File: src/rtl/riscv_pkg.sv
// Shared definitions for the RISC-V core pipeline.
// Fetch FSM states, IF/ID bundle, NOP encoding, field positions.
package riscv_pkg;

  localparam logic [31:0] NOP_INSTR = 32'h0000_0013;

  localparam int OP_LSB   = 0;
  localparam int OP_W     = 7;
  localparam int F3_LSB   = 12;
  localparam int F3_W     = 3;
  localparam int F7B5_BIT = 30;

  typedef enum logic {
    BOOT = 1'b0,
    RUN  = 1'b1
  } fetch_state_e;

  typedef struct packed {
    logic [31:0] instr;
    logic [31:0] pc;
    logic [31:0] pc_plus4;
    logic        valid;
  } if_id_t;

endpackage

File: src/rtl/riscv_fetch_ifid.sv
// IF/ID pipeline register.
// Flush beats stall beats load; anything else becomes a bubble.
module riscv_fetch_ifid (
  input  logic        iclk,
  input  logic        irst,
  input  logic        iflush,
  input  logic        istall,
  input  logic        iload,
  input  logic [31:0] iinstr,
  input  logic [31:0] ipc,
  input  logic [31:0] ipc_plus4,
  output logic [31:0] oinstr,
  output logic [31:0] opc,
  output logic [31:0] opc_plus4,
  output logic        ovalid
);
  import riscv_pkg::*;

  if_id_t q;

  // A bubble keeps the old PC fields so Decode sees stable values.
  always_ff @(posedge iclk) begin
    if (irst) begin
      q <= '{instr: NOP_INSTR, pc: '0,
             pc_plus4: '0, valid: 1'b0};
    end else if (iflush) begin
      q.instr <= NOP_INSTR;
      q.valid <= 1'b0;
    end else if (istall) begin
      q <= q;
    end else if (iload) begin
      q <= '{instr: iinstr, pc: ipc,
             pc_plus4: ipc_plus4, valid: 1'b1};
    end else begin
      q.instr <= NOP_INSTR;
      q.valid <= 1'b0;
    end
  end

  assign oinstr    = q.instr;
  assign opc       = q.pc;
  assign opc_plus4 = q.pc_plus4;
  assign ovalid    = q.valid;

endmodule

File: src/rtl/riscv_fetch.sv
// Instruction-fetch stage: PC, imem requests, wait-state
// timeout and redirect handling in front of the IF/ID register.
module riscv_fetch #(
  parameter logic [31:0] RESET_PC   = 32'h0000_0000,
  parameter int          WAIT_LIMIT = 16
) (
  input  logic        iclk,
  input  logic        irst,
  input  logic        istall_f,
  input  logic        istall_d,
  input  logic        iflush_d,
  input  logic        ipc_src_e,
  input  logic [31:0] ipc_target_e,
  output logic        oimem_req,
  output logic [31:0] oimem_addr,
  input  logic        iimem_rdy,
  input  logic [31:0] iimem_rdata,
  output logic [31:0] oinstr_d,
  output logic [31:0] opc_d,
  output logic [31:0] opc_plus4_d,
  output logic        ovalid_d,
  output logic [6:0]  oop_d,
  output logic [2:0]  ofunct3_d,
  output logic        ofunct7b5_d,
  output logic        ofetch_err
);
  import riscv_pkg::*;

  localparam int CW = $clog2(WAIT_LIMIT + 1);
  localparam logic [CW-1:0] LIM = CW'(WAIT_LIMIT);
  localparam logic [CW-1:0] LIM_M1 = CW'(WAIT_LIMIT - 1);

  fetch_state_e state_q, state_d;
  logic [31:0]  pc_q, pc_d, pc_plus4;
  logic [CW-1:0] wait_q;
  logic         err_q;
  logic         fetch_done;
  logic         wait_inc;

  assign pc_plus4   = pc_q + 32'd4;
  assign fetch_done = oimem_req && iimem_rdy;
  assign wait_inc   = oimem_req && !iimem_rdy && !ipc_src_e;

  // FSM state register.
  always_ff @(posedge iclk) begin
    if (irst) state_q <= BOOT;
    else      state_q <= state_d;
  end

  // One quiet BOOT cycle, then request every cycle.
  always_comb begin
    state_d   = state_q;
    oimem_req = 1'b0;
    unique case (state_q)
      BOOT: state_d = RUN;
      RUN:  oimem_req = 1'b1;
      default: state_d = BOOT;
    endcase
  end

  // Redirect beats stall beats sequential advance.
  always_comb begin
    pc_d = pc_q;
    if (ipc_src_e)       pc_d = ipc_target_e;
    else if (istall_f)   pc_d = pc_q;
    else if (fetch_done) pc_d = pc_plus4;
  end

  // PC register.
  always_ff @(posedge iclk) begin
    if (irst) pc_q <= RESET_PC;
    else      pc_q <= pc_d;
  end

  // Saturating run length of unanswered requests.
  always_ff @(posedge iclk) begin
    if (irst)
      wait_q <= '0;
    else if (ipc_src_e || fetch_done)
      wait_q <= '0;
    else if (wait_inc && wait_q != LIM)
      wait_q <= wait_q + 1'b1;
  end

  // Sticky timeout; raised on the wait that reaches the limit.
  always_ff @(posedge iclk) begin
    if (irst)
      err_q <= 1'b0;
    else if (wait_inc && wait_q == LIM_M1)
      err_q <= 1'b1;
  end

  riscv_fetch_ifid u_ifid (
    .iclk      (iclk),
    .irst      (irst),
    .iflush    (iflush_d),
    .istall    (istall_d),
    .iload     (fetch_done && !ipc_src_e),
    .iinstr    (iimem_rdata),
    .ipc       (pc_q),
    .ipc_plus4 (pc_plus4),
    .oinstr    (oinstr_d),
    .opc       (opc_d),
    .opc_plus4 (opc_plus4_d),
    .ovalid    (ovalid_d)
  );

  assign oimem_addr  = pc_q;
  assign ofetch_err  = err_q;
  assign oop_d       = oinstr_d[OP_LSB +: OP_W];
  assign ofunct3_d   = oinstr_d[F3_LSB +: F3_W];
  assign ofunct7b5_d = oinstr_d[F7B5_BIT];

endmodule

File: config.mk
export PLATFORM = sky130hd
export DESIGN_NAME = riscv_fetch
export DESIGN_NICKNAME = d
export VERILOG_FILES = /design/src/rtl/riscv_pkg.sv /design/src/rtl/riscv_fetch_ifid.sv /design/src/rtl/riscv_fetch.sv
export SDC_FILE = /design/constraint.sdc
export NUM_CORES = 1
export LEC_CHECK = 0
export BUFFER_PORTS_ARGS = -buffer_cell sky130_fd_sc_hd__clkbuf_2
export CORE_MARGIN = 2
export CORE_UTILIZATION = 47
export CTS_BUF_LIST = sky130_fd_sc_hd__clkbuf_8 sky130_fd_sc_hd__clkbuf_16
export CTS_CLUSTER_SIZE = 12
export DETAILED_ROUTE_END_ITERATION = 8
export PLACE_DENSITY = 0.77
export SYNTH_ARGS = -nofsm -noshare
export SYNTH_HDL_FRONTEND = slang
export SYNTH_HIERARCHICAL = 1
export SYNTH_SLANG_ARGS = --single-unit
File: constraint.sdc
create_clock -name iclk -period 2.15 [get_ports iclk]
set_clock_uncertainty 0.15 [all_clocks]
set_input_delay 0.215 -clock iclk [delete_from_list [all_inputs] [get_ports iclk]]
set_output_delay 0.215 -clock iclk [all_outputs]
set_load 0.01 [all_outputs]
==> flow_metrics.tcl, run 1 <==
set metrics [dict create \
    status "complete, no violations" \
    relSlewSlack_pct 59.56 \
    syn-num-nets 860 \
    critPathLaunchType "register" \
    core_sq_um 14590 \
    grtUsageTotal_pct 24.77 \
    yosys_warnings 6 \
    clock_latency_ns 0.42 \
    crit_buf_inv 0 \
    leakagePower_nw 3.838 \
    initial_core_util_pct 48.16 \
    first_pass_iters 5 \
    clock_sinks 136 \
    critical_path_class "register to register" \
    syn_area_sq_um 7025 \
    maxCapViolations 0 \
    p_seq_share_pct 44.4 \
    drc 0 \
    grt_antenna_before_repair 0 \
    vias_per_cell 5.204 \
    drive_gt1_share_pct 30.34 \
    syn_to_final_growth_pct 35.60 \
    wl_per_cell_um 15.92 \
    fin_ws_ns 0.03030 \
    syn_avg_cell_area_sq_um 8.950 \
    antenna_left 0 \
    core.rowCount 44 \
    grt.overflow.total 0 \
    yosysUniqueCellTypes 63 \
    ys.flop_type "dfxtp_1" \
    slowest_delay_ns 0.54 \
    dp_hpwl_um 13260 \
    fin_nets 1133 \
    synth_edf_count 0 \
    min_path_type "primary input to register" \
    cp.required_ns 2.30 \
    design_area_sq_um 9527 \
    grt_max_degree 77 \
    drt_iter0_drc 426 \
    syn_inst 785 \
    cts_tree "done" \
    fin_tns_setup_ns 0 \
    pin_count 213 \
    intPower_mw 4.461 \
    p_clk_share_pct 43.1 \
    dp.cells 1160 \
    ys_seq_area_share_pct 38.75 \
    wl_met2_um 9057 \
    p_comb_share_pct 12.6 \
    die_h_um 126.3 \
    placed_area_sq_um 8339 \
    routed_wl_um 19940 \
    clk_pin_slew_ns 0.06 \
    htreeDepth 4 \
    final_cells 1252 \
    path_cells "ha_4, nand3_4, or4_4, or3_4, xnor2_2, nand2b_1, mux2i_1" \
    peakVddDrop_mv 0.5684 \
    crit_family "simple AND/OR/NAND/NOR gates" \
    total_power_mw 5.921 \
    p_switching_mw 1.460 \
    final_util_pct 65.30 \
    setup_violations 0 \
    top_layer "met4" \
    portBuffers 212 \
    crit_arrival_ns 2.27 \
    wl_met3_um 1229 \
    first_global_vias 6215 \
    powerDensity_nw_per_um2 621.5 \
    cp-end-kind "register" \
    tightestPinTransition_ns 0.6054 \
    finalWeightedCongestion 0.8747 \
    cpMaxStageDelayCell "or4_4" \
    critPathMaxFanout 4 \
    cts_buffers 17 \
    layout_min_cycle_time_ns 2.120 \
    slew_viol_final 0 \
    whs_ns 0.01008 \
    insertedDiodeCount 0 \
    wl_met1_um 9083 \
    hold_violations 0 \
    async_flop_share_pct 0 \
    yosys_register_bits 136 \
    grt_pass1_wl_um 31800 \
    die_area_sq_um 15940 \
    cts_root_buf "clkbuf_16" \
    clockBufferDepth 2 \
    num-fill-cells 1177 \
    die_w_um 126.3 \
    routed-via-count 6516 \
    dp_slack_ns -0.01824 \
    fmax_ghz 0.4718 \
    fin_crit_sh_pct 98.59 \
    sw_frac_of_total_pct 24.66 \
]
[path summary, 6_finish.rpt]
kind	start	end	slack, ns	cells after the start
worst min-delay path	ipc_target_e[31]	oimem_addr[31]$_SDFFE_PP0P_	0.01	5
worst min register to register	u_ifid/oinstr[28]$_SDFFE_PP0N_	u_ifid/oinstr[28]$_SDFFE_PP0N_	0.31	2
worst max register to register	oimem_addr[3]$_SDFFE_PP0P_	u_ifid/opc_plus4[28]$_SDFFE_PP0P_	0.03	7
worst max-delay path	oimem_addr[3]$_SDFFE_PP0P_	u_ifid/opc_plus4[28]$_SDFFE_PP0P_	0.03	7
[layout by cell type, fill, tap and decap left out, types with 30 or more instances in the layout]
cell type      instances
a21oi_1               35
dfxtp_1              125
nand2_1               57
mux2i_1               69
clkbuf_2             211
nand2b_1             131
nand3b_1              30
nor2_1                40
dlygate4sd3_1         62
buf_4                 54
[sequential cells by signal, summed over array words and instances, names as in the netlist]
| signal | count |
|---|---|
| ofetch_err | 1 |
| oimem_addr | 32 |
| state_q | 1 |
| u_ifid/oinstr | 32 |
| u_ifid/opc | 32 |
| u_ifid/opc_plus4 | 32 |
| u_ifid/ovalid | 1 |
| wait_q | 5 |
[worst register-to-register path, delay by kind of cell, from the launching register on]
family | cells | cell delay (ns)
simple gates | 4 | 1.11
flops | 1 | 0.38
fa+ha+maj | 1 | 0.15
xor+xnor | 1 | 0.14
mux | 1 | 0.07
[Yosys cell counts, types with 5 or more instances]
library cell | n | share of area [%]
nand4_1 | 10 | 0.89
nand2_1 | 57 | 3.0
xnor2_1 | 20 | 2.5
nand3_1 | 16 | 1.1
and4_1 | 5 | 0.62
or3_1 | 5 | 0.45
nor2b_1 | 8 | 0.71
inv_1 | 11 | 0.59
nor2_1 | 41 | 2.2
nand3b_1 | 30 | 3.2
or4_1 | 5 | 0.53
clkbuf_1 | 38 | 2.0
xor2_1 | 19 | 2.4
a21oi_1 | 35 | 2.5
and3_1 | 5 | 0.45
mux2i_1 | 69 | 9.8
o21ai_0 | 6 | 0.43
a311oi_1 | 8 | 1.0
nor4_1 | 7 | 0.62
buf_2 | 9 | 0.64
buf_12 | 7 | 2.0
nor3_1 | 16 | 1.1
nand2b_1 | 131 | 12
a211oi_1 | 9 | 0.96
buf_4 | 14 | 1.5
a31oi_1 | 5 | 0.45
dfxtp_1 | 136 | 39
[power by group through the flow]
| stage | sequential (mW) | clock, mW | combinational [mW] |
|---|---|---|---|
| finish | 2.63 | 2.55 | 0.743 |
| global route | 2.63 | 2.70 | 0.805 |
| CTS | 2.62 | 2.60 | 0.724 |
| detailed placement | 2.68 | 0 | 0.633 |
| global placement | 2.68 | 0 | 0.629 |
| floorplan | 2.72 | 0 | 0.345 |
[what timing repair did]
item,in CTS,in global routing
setup buffers,0,1
setup endpoints to repair,6,10
pin swaps,0,3
gates cloned,0,0
gates resized for setup,1,9
hold buffers,62,0
hold endpoints to repair,61,0
[area by class of cell]
type | count | area, sq um | share of cell area [%]
well taps | 184 | 230.2 | 2.417
multi-input cells | 560 | 3850 | 40.41
repair buffers | 331 | 2153 | 22.60
clock inverters | 9 | 40.04 | 0.4203
flip-flops and latches | 136 | 2741 | 28.78
inverters | 12 | 45.04 | 0.4728
clock buffers | 20 | 466.7 | 4.899
[metal layers]
metal / global-route usage [%] / up-vias
li1: - / 3234
met5: 0 / -
met2: 38.08 / 226
met3: 4.885 / 43
met4: 11.38 / 0
met1: 33.65 / 3013
[cells by family after synthesis]
| kind of cell | synth area share [%] |
|---|---|
| flip-flops | 38.75 |
| adder cells (fa/ha/maj) | 0.7124 |
| AND/OR/NAND/NOR | 29.33 |
| buffers and inverters | 7.640 |
| AO/OA/AOI/OAI | 8.869 |
| XOR/XNOR | 4.862 |
| multiplexers | 9.831 |
Note: power is estimated with default switching activity, not from simulation.
==> run 2, diff against run 1 <==
--- a/config.mk
+++ b/config.mk
@@ -7,11 +7,12 @@
 export LEC_CHECK = 0
 export BUFFER_PORTS_ARGS = -buffer_cell sky130_fd_sc_hd__clkbuf_2
 export CORE_MARGIN = 2
-export CORE_UTILIZATION = 47
+export CORE_UTILIZATION = 52
 export CTS_BUF_LIST = sky130_fd_sc_hd__clkbuf_8 sky130_fd_sc_hd__clkbuf_16
 export CTS_CLUSTER_SIZE = 12
 export DETAILED_ROUTE_END_ITERATION = 8
-export PLACE_DENSITY = 0.77
+export PLACE_DENSITY = 0.81
+export SKIP_LAST_GASP = 1
 export SYNTH_ARGS = -nofsm -noshare
 export SYNTH_HDL_FRONTEND = slang
 export SYNTH_HIERARCHICAL = 1
==> constraint.sdc (replaced) <==
create_clock -name iclk -period 2.3 [get_ports iclk]
set_clock_uncertainty 0.15 [all_clocks]
set_input_delay 0.23 -clock iclk [delete_from_list [all_inputs] [get_ports iclk]]
set_output_delay 0.23 -clock iclk [all_outputs]
set_load 0.01 [all_outputs]
==> flow_metrics.tcl, run 2 (synthesis results as in run 1) <==
set metrics [dict create \
    cpMaxStageDelayCell "or4_4" \
    reg2reg_slack_ns 0.09 \
    dp.cells 1146 \
    crit_arrival_ns 2.39 \
    routed_wl_um 20540 \
    first_global_vias 6487 \
    relSlewSlack_pct 58.84 \
    grtUsageTotal_pct 28.07 \
    num-fill-cells 971 \
    rr_startpoint "oimem_addr[4]$_SDFFE_PP0P_" \
    critPathLaunchType "register" \
    grt_max_degree 66 \
    ff2ff_path_depth 4 \
    tightestPinTransition_ns 0.6161 \
    cts_root_buf "clkbuf_16" \
    clock_sinks 136 \
    rsz0062_at_grt "no" \
    dp_hpwl_um 13060 \
    antenna_left 0 \
    finalWeightedCongestion 0.8681 \
    hold_violations 0 \
    first_pass_iters 7 \
    final_cells 1241 \
    maxCapViolations 0 \
    fin_crit_sh_pct 96.03 \
    drc 0 \
    multi_input_comb_area_sq_um 3796 \
    vias_per_cell 5.398 \
    powerDensity_nw_per_um2 635.7 \
    fin_ws_ns 0.09131 \
    peakVddDrop_mv 0.4341 \
    clk_pin_slew_ns 0.06 \
    fin_tns_setup_ns 0 \
    post_cts_buffers 0 \
    critical_path_class "register to register" \
    fin_nets 1127 \
    portBuffers 212 \
    dp_slack_ns 0.08537 \
    design_area_sq_um 9537 \
    wl_per_cell_um 16.55 \
    clock_latency_ns 0.42 \
    placed_area_sq_um 8234 \
    status "complete, no violations" \
    cp.required_ns 2.48 \
    routed-via-count 6699 \
    layout_commonest_cell "clkbuf_2" \
    setup_violations 0 \
    slowest_delay_ns 0.63 \
    grt.overflow.total 0 \
    final_cell_mix "clkbuf_2 (211), nand2b_1 (131), dfxtp_1 (128), mux2i_1 (69), dlygate4sd3_1 (63)" \
    critPathLaunch "oimem_addr[4]$_SDFFE_PP0P_" \
    drive_gt1_share_pct 29.39 \
    initial_core_util_pct 53.05 \
    min_path_type "primary input to register" \
    fmax_ghz 0.4528 \
    seq_area_sq_um 2733 \
    die_h_um 120.2 \
    die_w_um 120.2 \
    cp-end-kind "register" \
    drt_iter0_drc 487 \
    cts_buffers 17 \
    critPathMaxFanout 12 \
    leakagePower_nw 3.803 \
    grt_antenna_before_repair 0 \
    layout_min_cycle_time_ns 2.209 \
    die_area_sq_um 14460 \
    core_sq_um 13240 \
    core.rowCount 42 \
    htreeDepth 4 \
    insertedDiodeCount 0 \
    reg2reg_to "oimem_addr[17]$_SDFFE_PP0P_" \
    grt_pass1_wl_um 32350 \
    slew_viol_final 0 \
    pin_count 213 \
    path_cells "nand4_4, or4_4, or4_1, a311oi_2" \
    cts_tree "done" \
    cp-endpoint "oimem_addr[17]$_SDFFE_PP0P_" \
    syn_to_final_growth_pct 35.74 \
    clockBufferDepth 2 \
]
==> run 2: cell types whose count changed in the layout (fill, tap and decap cells not counted), sizes merged <==
cell         previous run  this run
clkbuf                231       228
buf                    58        51
dlygate4sd3            62        63
clkinvlp                0         5
clkinv                  6         4
bufinv                  0         5
inv                    15        13
==> run 2: critical path, delay by kind of cell, from the launching register on <==
family,cells,cell delay [ns]
AO/OA/AOI/OAI,1,0.25
flip-flops,1,0.42
AND/OR/NAND/NOR,3,1.29
==> run 2: report_power, final <==
| part | leakage (nW) | internal, mW | total [mW] | switching [mW] |
|---|---|---|---|---|
| clock network | 0.303 | 1.91 | 2.93 | 1.02 |
| registers | 1.11 | 2.41 | 2.46 | 0.0544 |
| logic | 2.39 | 0.330 | 0.668 | 0.339 |
==> run 2: layout make-up <==
class | instances | share of cell area (%)
Clock inverter | 15 | 2.204
Inverter | 12 | 0.4723
Clock buffer | 17 | 4.461
Sequential cell | 136 | 28.65
Timing Repair Buffer | 325 | 22.09
Tap cell | 176 | 2.309
Multi-Input combinational cell | 560 | 39.81
==> run 2: worst min path at each step <==
stage	from	endpoint	slack [ns]	cells past startpoint
after CTS	ipc_target_e[31]	oimem_addr[31]$_SDFFE_PP0P_	0.008	5
after floorplan	iflush_d	u_ifid/oinstr[0]$_SDFFE_PP1N_	0.21	2
after global routing	istall_d	u_ifid/opc_plus4[25]$_SDFFE_PP0P_	0.03	3
after global placement	u_ifid/oinstr[25]$_SDFFE_PP0N_	u_ifid/oinstr[25]$_SDFFE_PP0N_	0.29	2
final	ipc_target_e[31]	oimem_addr[31]$_SDFFE_PP0P_	0.02	5
after detailed placement	u_ifid/oinstr[31]$_SDFFE_PP0N_	u_ifid/oinstr[31]$_SDFFE_PP0N_	0.30	2
==> run 2: timing repair <==
action / in CTS / in global routing
endpoints found under the setup margin: 0 / 14
gates resized for setup: 0 / 9
hold buffers: 63 / 0
hold endpoints to repair: 60 / 0
==> run 2: through the flow <==
step	power, mW	utilization (%)	hold slack, ns
2_1_floorplan	2.858	-	0.2085
3_3_place_gp	3.067	62.18	0.2936
3_5_place_dp	3.076	62.18	0.3029
4_1_cts	6.078	71.74	0.008047
5_1_grt	6.256	72.01	0.02640
6_report	6.063	72.01	0.01991
==> run 2: per-layer routing <==
metal | GRT usage [%] | routed length [um] | up-vias | share of wire [%]
met4 | 13.30 | 672 | 0 | 3.3
met1 | 35.78 | 8680 | 3109 | 42
met3 | 6.085 | 1401 | 53 | 6.8
met2 | 45.38 | 9784 | 303 | 48
met5 | 0 | 0 | - | 0
li1 | - | - | 3234 | -
